File: src/rtl/cmd_engine.sv
// Command engine: a synchronized strobe loads a FIFO, and an FSM decodes each command into per-channel trigger settings.
// Frequency commands share one restoring divider, which derives both the pulse width and the trigger period.

module cmd_engine_chan #(
   parameter logic [19:0] CYC_RST = 20'd1000000
) (
   input  logic        i_clk,
   input  logic        i_rst_n,
   input  logic        cfg_we,
   input  logic        div_we,
   input  logic [2:0]  op,
   input  logic [18:0] param,
   input  logic        pulse_keep,
   input  logic [11:0] pulse_val,
   input  logic [19:0] cycle_val,
   output logic        run,
   output logic        outmode,
   output logic        outnegedge,
   output logic [15:0] raw_size,
   output logic [2:0]  rate,
   output logic [19:0] cycle,
   output logic [11:0] pulse
);
   // Opcode 7 reuses the reset path so both always restore the same values.
   always_ff @(posedge i_clk) begin
      if (!i_rst_n || (cfg_we && op == 3'd7)) begin
         run        <= 1'b0;
         outmode    <= 1'b0;
         outnegedge <= 1'b0;
         raw_size   <= 16'd128;
         rate       <= 3'd1;
         cycle      <= CYC_RST;
         pulse      <= 12'd100;
      end else if (cfg_we) begin
         case (op)
            3'd1:    run        <= 1'b1;
            3'd2:    run        <= 1'b0;
            3'd3:    outmode    <= param[0];
            3'd4:    outnegedge <= param[0];
            3'd6:    {rate, raw_size} <= param;
            default: ;
         endcase
      end else if (div_we) begin
         cycle <= cycle_val;
         if (!pulse_keep) pulse <= pulse_val;
      end
   end
endmodule

module cmd_engine #(
   parameter int CHANNELS   = 2,
   parameter int FIFO_DEPTH = 4,
   parameter int CLK_HZ     = 100000000
) (
   input  logic                     i_clk,
   input  logic                     i_rst_n,
   input  logic                     i_cmd_come,
   input  logic [15:0]              i_cmd,
   input  logic [31:0]              i_cmd_param,
   output logic [CHANNELS-1:0]      o_run,
   output logic [CHANNELS-1:0]      o_outmode,
   output logic [CHANNELS-1:0]      o_outnegedge,
   output logic [16*CHANNELS-1:0]   o_waveRawSize,
   output logic [3*CHANNELS-1:0]    o_waveRate,
   output logic [20*CHANNELS-1:0]   o_cycle,
   output logic [12*CHANNELS-1:0]   o_pulse,
   output logic                     o_finish,
   output logic [15:0]              o_finish_code,
   output logic                     o_busy,
   output logic                     o_overflow
);
   localparam int          AW    = $clog2(FIFO_DEPTH);
   localparam logic [AW:0] FULL  = (AW+1)'(FIFO_DEPTH);
   localparam logic [4:0]  NCH   = 5'(CHANNELS);
   localparam logic [26:0] HZ27  = 27'(CLK_HZ);

   typedef enum logic [2:0] {IDLE, FETCH, EXEC, DIV_P, DIV_C, DONE} state_t;
   state_t state;

   logic          sync1, sync2, cmd_edge, push, pop;
   logic [47:0]   fifo_mem [FIFO_DEPTH];
   logic [AW-1:0] wr_ptr, rd_ptr;
   logic [AW:0]   count;

   assign cmd_edge = sync1 && !sync2;
   assign pop      = (state == FETCH);
   assign push     = cmd_edge && (count != FULL || pop);
   assign o_busy   = (count != '0) || (state != IDLE);

   always_ff @(posedge i_clk) begin
      if (!i_rst_n) begin
         sync1      <= 1'b0;
         sync2      <= 1'b0;
         wr_ptr     <= '0;
         rd_ptr     <= '0;
         count      <= '0;
         o_overflow <= 1'b0;
      end else begin
         sync1      <= i_cmd_come;
         sync2      <= sync1;
         o_overflow <= cmd_edge && !push;
         if (push) wr_ptr <= wr_ptr + 1'b1;
         if (pop)  rd_ptr <= rd_ptr + 1'b1;
         case ({push, pop})
            2'b10:   count <= count + 1'b1;
            2'b01:   count <= count - 1'b1;
            default: ;
         endcase
      end
   end

   always_ff @(posedge i_clk) begin
      if (push) fifo_mem[wr_ptr] <= {i_cmd, i_cmd_param};
   end

   logic [15:0] cmd_r;
   logic [31:0] param_r;
   logic [4:0]  cnt;
   logic [15:0] rem;
   logic [25:0] quo;
   logic [26:0] dvd;
   logic [11:0] pulse_new;

   logic [3:0]  ch;
   logic [11:0] op;
   logic        op_known, bc_ok, ch_ok;
   logic [15:0] exec_code;

   assign ch       = cmd_r[15:12];
   assign op       = cmd_r[11:0];
   assign op_known = (op >= 12'd1) && (op <= 12'd7);
   assign bc_ok    = (ch == 4'hF) && (op == 12'd1 || op == 12'd2 || op == 12'd7);
   assign ch_ok    = {1'b0, ch} < NCH;

   always_comb begin
      exec_code = 16'h0000;
      if (!op_known)                                  exec_code = 16'h0001;
      else if (!(bc_ok || ch_ok))                     exec_code = 16'h0002;
      else if (op == 12'd5 && param_r[15:0] == '0)   exec_code = 16'h0003;
   end

   // One restoring step per cycle; the divisor is fixed at 10 for the pulse pass.
   logic [15:0] div_sor, rem_nxt;
   logic [16:0] trial;
   logic        ge;
   logic [26:0] quo_nxt;
   logic [11:0] pulse_sat;
   logic [19:0] cycle_sat;

   assign div_sor   = (state == DIV_P) ? 16'd10 : param_r[15:0];
   assign trial     = {rem, dvd[26]};
   assign ge        = trial >= {1'b0, div_sor};
   assign rem_nxt   = ge ? 16'(trial - {1'b0, div_sor}) : trial[15:0];
   assign quo_nxt   = {quo, ge};
   assign pulse_sat = (quo_nxt[15:12] != '0) ? 12'hFFF : quo_nxt[11:0];
   assign cycle_sat = (quo_nxt[26:20] != '0) ? 20'hFFFFF : quo_nxt[19:0];

   always_ff @(posedge i_clk) begin
      if (!i_rst_n) begin
         state         <= IDLE;
         cmd_r         <= '0;
         param_r       <= '0;
         cnt           <= '0;
         rem           <= '0;
         quo           <= '0;
         dvd           <= '0;
         pulse_new     <= '0;
         o_finish      <= 1'b0;
         o_finish_code <= '0;
      end else begin
         o_finish <= 1'b0;
         case (state)
            IDLE:  if (count != '0) state <= FETCH;
            FETCH: begin
               {cmd_r, param_r} <= fifo_mem[rd_ptr];
               state            <= EXEC;
            end
            EXEC: begin
               if (op == 12'd5 && exec_code == 16'h0000) begin
                  rem   <= '0;
                  quo   <= '0;
                  dvd   <= {param_r[31:16], 11'd0};
                  cnt   <= 5'd15;
                  state <= DIV_P;
               end else begin
                  o_finish      <= 1'b1;
                  o_finish_code <= exec_code;
                  state         <= DONE;
               end
            end
            DIV_P: begin
               rem <= rem_nxt;
               quo <= quo_nxt[25:0];
               dvd <= {dvd[25:0], 1'b0};
               cnt <= cnt - 5'd1;
               if (cnt == '0) begin
                  pulse_new <= pulse_sat;
                  rem       <= '0;
                  quo       <= '0;
                  dvd       <= HZ27;
                  cnt       <= 5'd26;
                  state     <= DIV_C;
               end
            end
            DIV_C: begin
               rem <= rem_nxt;
               quo <= quo_nxt[25:0];
               dvd <= {dvd[25:0], 1'b0};
               cnt <= cnt - 5'd1;
               if (cnt == '0) begin
                  o_finish      <= 1'b1;
                  o_finish_code <= 16'h0000;
                  state         <= DONE;
               end
            end
            DONE:    state <= IDLE;
            default: state <= IDLE;
         endcase
      end
   end

   logic cfg_go, div_go, pulse_keep;
   assign cfg_go     = (state == EXEC) && (exec_code == 16'h0000) && (op != 12'd5);
   assign div_go     = (state == DIV_C) && (cnt == '0);
   assign pulse_keep = (param_r[31:16] == '0);

   for (genvar k = 0; k < CHANNELS; k++) begin : g_ch
      cmd_engine_chan #(.CYC_RST(20'(CLK_HZ / 100))) u_ch (
         .i_clk      (i_clk),
         .i_rst_n    (i_rst_n),
         .cfg_we     (cfg_go && (bc_ok || ch == 4'(k))),
         .div_we     (div_go && ch == 4'(k)),
         .op         (cmd_r[2:0]),
         .param      (param_r[18:0]),
         .pulse_keep (pulse_keep),
         .pulse_val  (pulse_new),
         .cycle_val  (cycle_sat),
         .run        (o_run[k]),
         .outmode    (o_outmode[k]),
         .outnegedge (o_outnegedge[k]),
         .raw_size   (o_waveRawSize[16*k +: 16]),
         .rate       (o_waveRate[3*k +: 3]),
         .cycle      (o_cycle[20*k +: 20]),
         .pulse      (o_pulse[12*k +: 12])
      );
   end
endmodule

File: config.mk
export PLATFORM = sky130hd
export DESIGN_NAME = cmd_engine
export DESIGN_NICKNAME = d
export VERILOG_FILES = /design/src/rtl/cmd_engine.sv
export SDC_FILE = /design/constraint.sdc
export NUM_CORES = 1
export LEC_CHECK = 0
export ABC_AREA = 1
export CAP_MARGIN = 0
export CORE_UTILIZATION = 57
export CTS_CLUSTER_SIZE = 12
export DETAILED_ROUTE_END_ITERATION = 10
export PLACE_DENSITY_LB_ADDON = 0.12
export SLEW_MARGIN = 20
export SYNTH_ARGS = -nofsm -noshare
export SYNTH_HDL_FRONTEND = slang
export SYNTH_HIERARCHICAL = 1
export SYNTH_SLANG_ARGS = --single-unit
export TNS_END_PERCENT = 50
File: constraint.sdc
create_clock -name i_clk -period 4.8 [get_ports i_clk]
set_input_delay 0.72 -clock i_clk [delete_from_list [all_inputs] [get_ports i_clk]]
set_output_delay 0.72 -clock i_clk [all_outputs]
set_load 0.005 [all_outputs]
==> flow_metrics.env <==
export IMPL_clkTransAtPathRegs_ps=60
export IMPL_yosys_top_cells_area="edfxtp_1 30%, dfxtp_1 26%, nand2_1 11%"
export IMPL_cts_htree_levels=2
export IMPL_start_kind="flop"
export IMPL_grt_max_degree=98
export IMPL_core_area_um2=32600
export IMPL_worst_pin_slew_ps=1070
export IMPL_clockBufferDepth=3
export IMPL_critPathKind="flop to flop"
export IMPL_grt_pass1_wl_um=72000
export IMPL_syn_inst=2216
export IMPL_fin_nets=2405
export IMPL_cts_resized=0
export IMPL_avgSynthCellArea_um2=8.54
export IMPL_cts_made_buffers=46
export IMPL_antenna_found_initial=1
export IMPL_synth_top_area_cell="edfxtp_1"
export IMPL_rsz0062_at_grt="no"
export IMPL_cp_end_kind="flop"
export IMPL_die_y_um=184
export IMPL_hold_viol=0
export IMPL_antenna_cells=0
export IMPL_fin_crit_sh_pct=65.4
export IMPL_finClkSkew_ps=19.8
export IMPL_cts_tree="done"
export IMPL_synthTopCellsByCount="535 x nand2_1, 260 x inv_1, 250 x dfxtp_1"
export IMPL_dr_pass1_iters=5
export IMPL_period_minus_slack_ps=3140
export IMPL_r2r_cells=13
export IMPL_nFillCells=2630
export IMPL_vias_per_cell=5.30
export IMPL_crit_arrival_ps=3600
export IMPL_grt_usage_pct=27.0
export IMPL_drv_cap=0
export IMPL_cp_max_fo=17
export IMPL_ant_nets=0
export IMPL_synthesis_area_um2=18900
export IMPL_cts_hold_buffers=0
export IMPL_ios=178
export IMPL_vias=14900
export IMPL_syn_to_final_growth_pct=17.0
export IMPL_maxSlewHeadroom_pct=28.2
export IMPL_synth_edf_count=192
export IMPL_post_route_util_pct=67.9
export IMPL_ir_drop_mv=0.357
export IMPL_drc=0
export IMPL_outcome="complete, no violations"
export IMPL_clk_latency_ps=550
export IMPL_drive_above_1_share_pct=5.58
export IMPL_cts_setup_buffers=0
export IMPL_maxSlewViolCount=0
export IMPL_clock_sinks=442
export IMPL_routed_wl_um=45000
export IMPL_ys_seq_elements=442
export IMPL_synth_top_area_share_pct=30.5
export IMPL_dp_hpwl_um=29600
export IMPL_max_freq_mhz=319
export IMPL_gp_congestion=0.931
export IMPL_grt_ovfl_total=0
export IMPL_synth_ff_type="dfxtp_1"
export IMPL_async_flop_share_pct=0
export IMPL_die_x_um=184
export IMPL_io_buffers=163
export IMPL_start_util_pct=58.0
export IMPL_root_buffer="clkbuf_16"
export IMPL_drt_iter0_drc=1223
export IMPL_die_area_um2=33900
export IMPL_synth_cell_type_count=44
export IMPL_tns_ps=0
export IMPL_avgRoutedWirePerCell_um=16.0
export IMPL_rows=66
export IMPL_min_path_cells=2
export IMPL_synth_most_common_cell="nand2_1"
export IMPL_seq_area_frac_synth_pct=56.9
export IMPL_grt_pass1_vias=14000
export IMPL_hold_class="flop to flop"
export IMPL_yosysWarnings=6
export IMPL_power_density_nw_per_um2=540
export IMPL_cp_required_ps=5270
export IMPL_p_leak_nw=9.08
export IMPL_finalSetupViolCount=0
[final timing paths]
path,start,end,slack (ps)
max,state[2]$_SDFFE_PN0P_,rem[15]$_SDFFE_PN0P_,1660
min,sync1$_SDFF_PN0_,sync2$_SDFF_PN0_,430
max reg2reg,state[2]$_SDFFE_PN0P_,rem[15]$_SDFFE_PN0P_,1660
min reg2reg,sync1$_SDFF_PN0_,sync2$_SDFF_PN0_,430
[area by class of cell]
class                           instances  area [µm²]  area share (%)
Multi-Input combinational cell       1389        6550            29.6
Timing Repair Buffer                  178        1780            8.02
Inverter                              274        1030            4.65
Sequential cell                       442       10800            48.6
Clock inverter                          7         110           0.497
Tap cell                              442         553            2.50
Clock buffer                           76        1360            6.12
[worst max-delay path, cell delays in order, from the launching register on]
cell and delay [ps]:
dfxtp_1 420, inv_2 80, nand3_4 240, nand2_1 110, ha_1 350, a21oi_1 230
nor2_1 70, nor3_1 150, nor2b_2 550, buf_4 290, nand2_4 180, nand2_1 120
nand3_1 80, a21oi_1 190
[report_power, final]
group          internal (mW)  switching, mW  total, mW
sequential              4.30          0.277       4.58
combinational           1.23           2.73       3.96
clock                   2.03           1.40       3.43
[layer usage]
| layer | track usage [%] | vias to the layer above | share of wire [%] |
|---|---|---|---|
| met1 | 33.7 | 6953 | 42 |
| li1 | - | 7387 | - |
| met3 | 4.07 | 76 | 5.7 |
| met2 | 47.8 | 458 | 50 |
| met4 | 8.53 | 0 | 2.6 |
| met5 | 0 | - | 0 |
[cells by family after synthesis]
logic type      Yosys count  share of synthesized area, %
mux                       1                        0.0595
buf+inv                 398                          9.02
simple gates            938                          20.6
fa+ha+maj                23                          1.60
xor+xnor                  9                         0.417
flops                   442                          56.9
compound gates          404                          11.3
other cells               1                        0.0198
[metrics by stage]
stage               setup slack, ps  total power, mW  area [µm²]  cells  hold WS (ps)
finish                         1660             12.0       22100   2808           430
global route                   1300             12.7       22100   2808           435
CTS                            1600             12.0       22100   2807           428
detailed placement             1670             8.56       20600   2724           417
global placement               1780             8.48       20600   2724           413
floorplan                      1310             7.61       19000   2229           407
[registers in the layout, indices dropped and copies added, names as in the netlist, 3 cells and up]
register and flops:
cmd_r 16, cnt 5, count 3, dvd 19, fifo_mem 192, g_ch.u_ch/cycle 40, g_ch.u_ch/pulse 24, g_ch.u_ch/rate 6
g_ch.u_ch/raw_size 32, param_r 32, pulse_new 12, quo 26, rem 16, state 3
[layout by cell type (no fill, tap or decap), types with 47 or more instances in the layout]
cell / synthesis / layout
edfxtp_1: 192 / 192
nand2_1: 535 / 535
nand3_1: 121 / 120
nor2_1: 228 / 222
dfxtp_1: 250 / 249
clkbuf_16: 0 / 47
clkdlybuf4s50_1: 0 / 163
o22ai_1: 48 / 48
a21oi_1: 151 / 151
inv_1: 260 / 258
o21ai_0: 175 / 173
(Power assumes the default switching activity.)
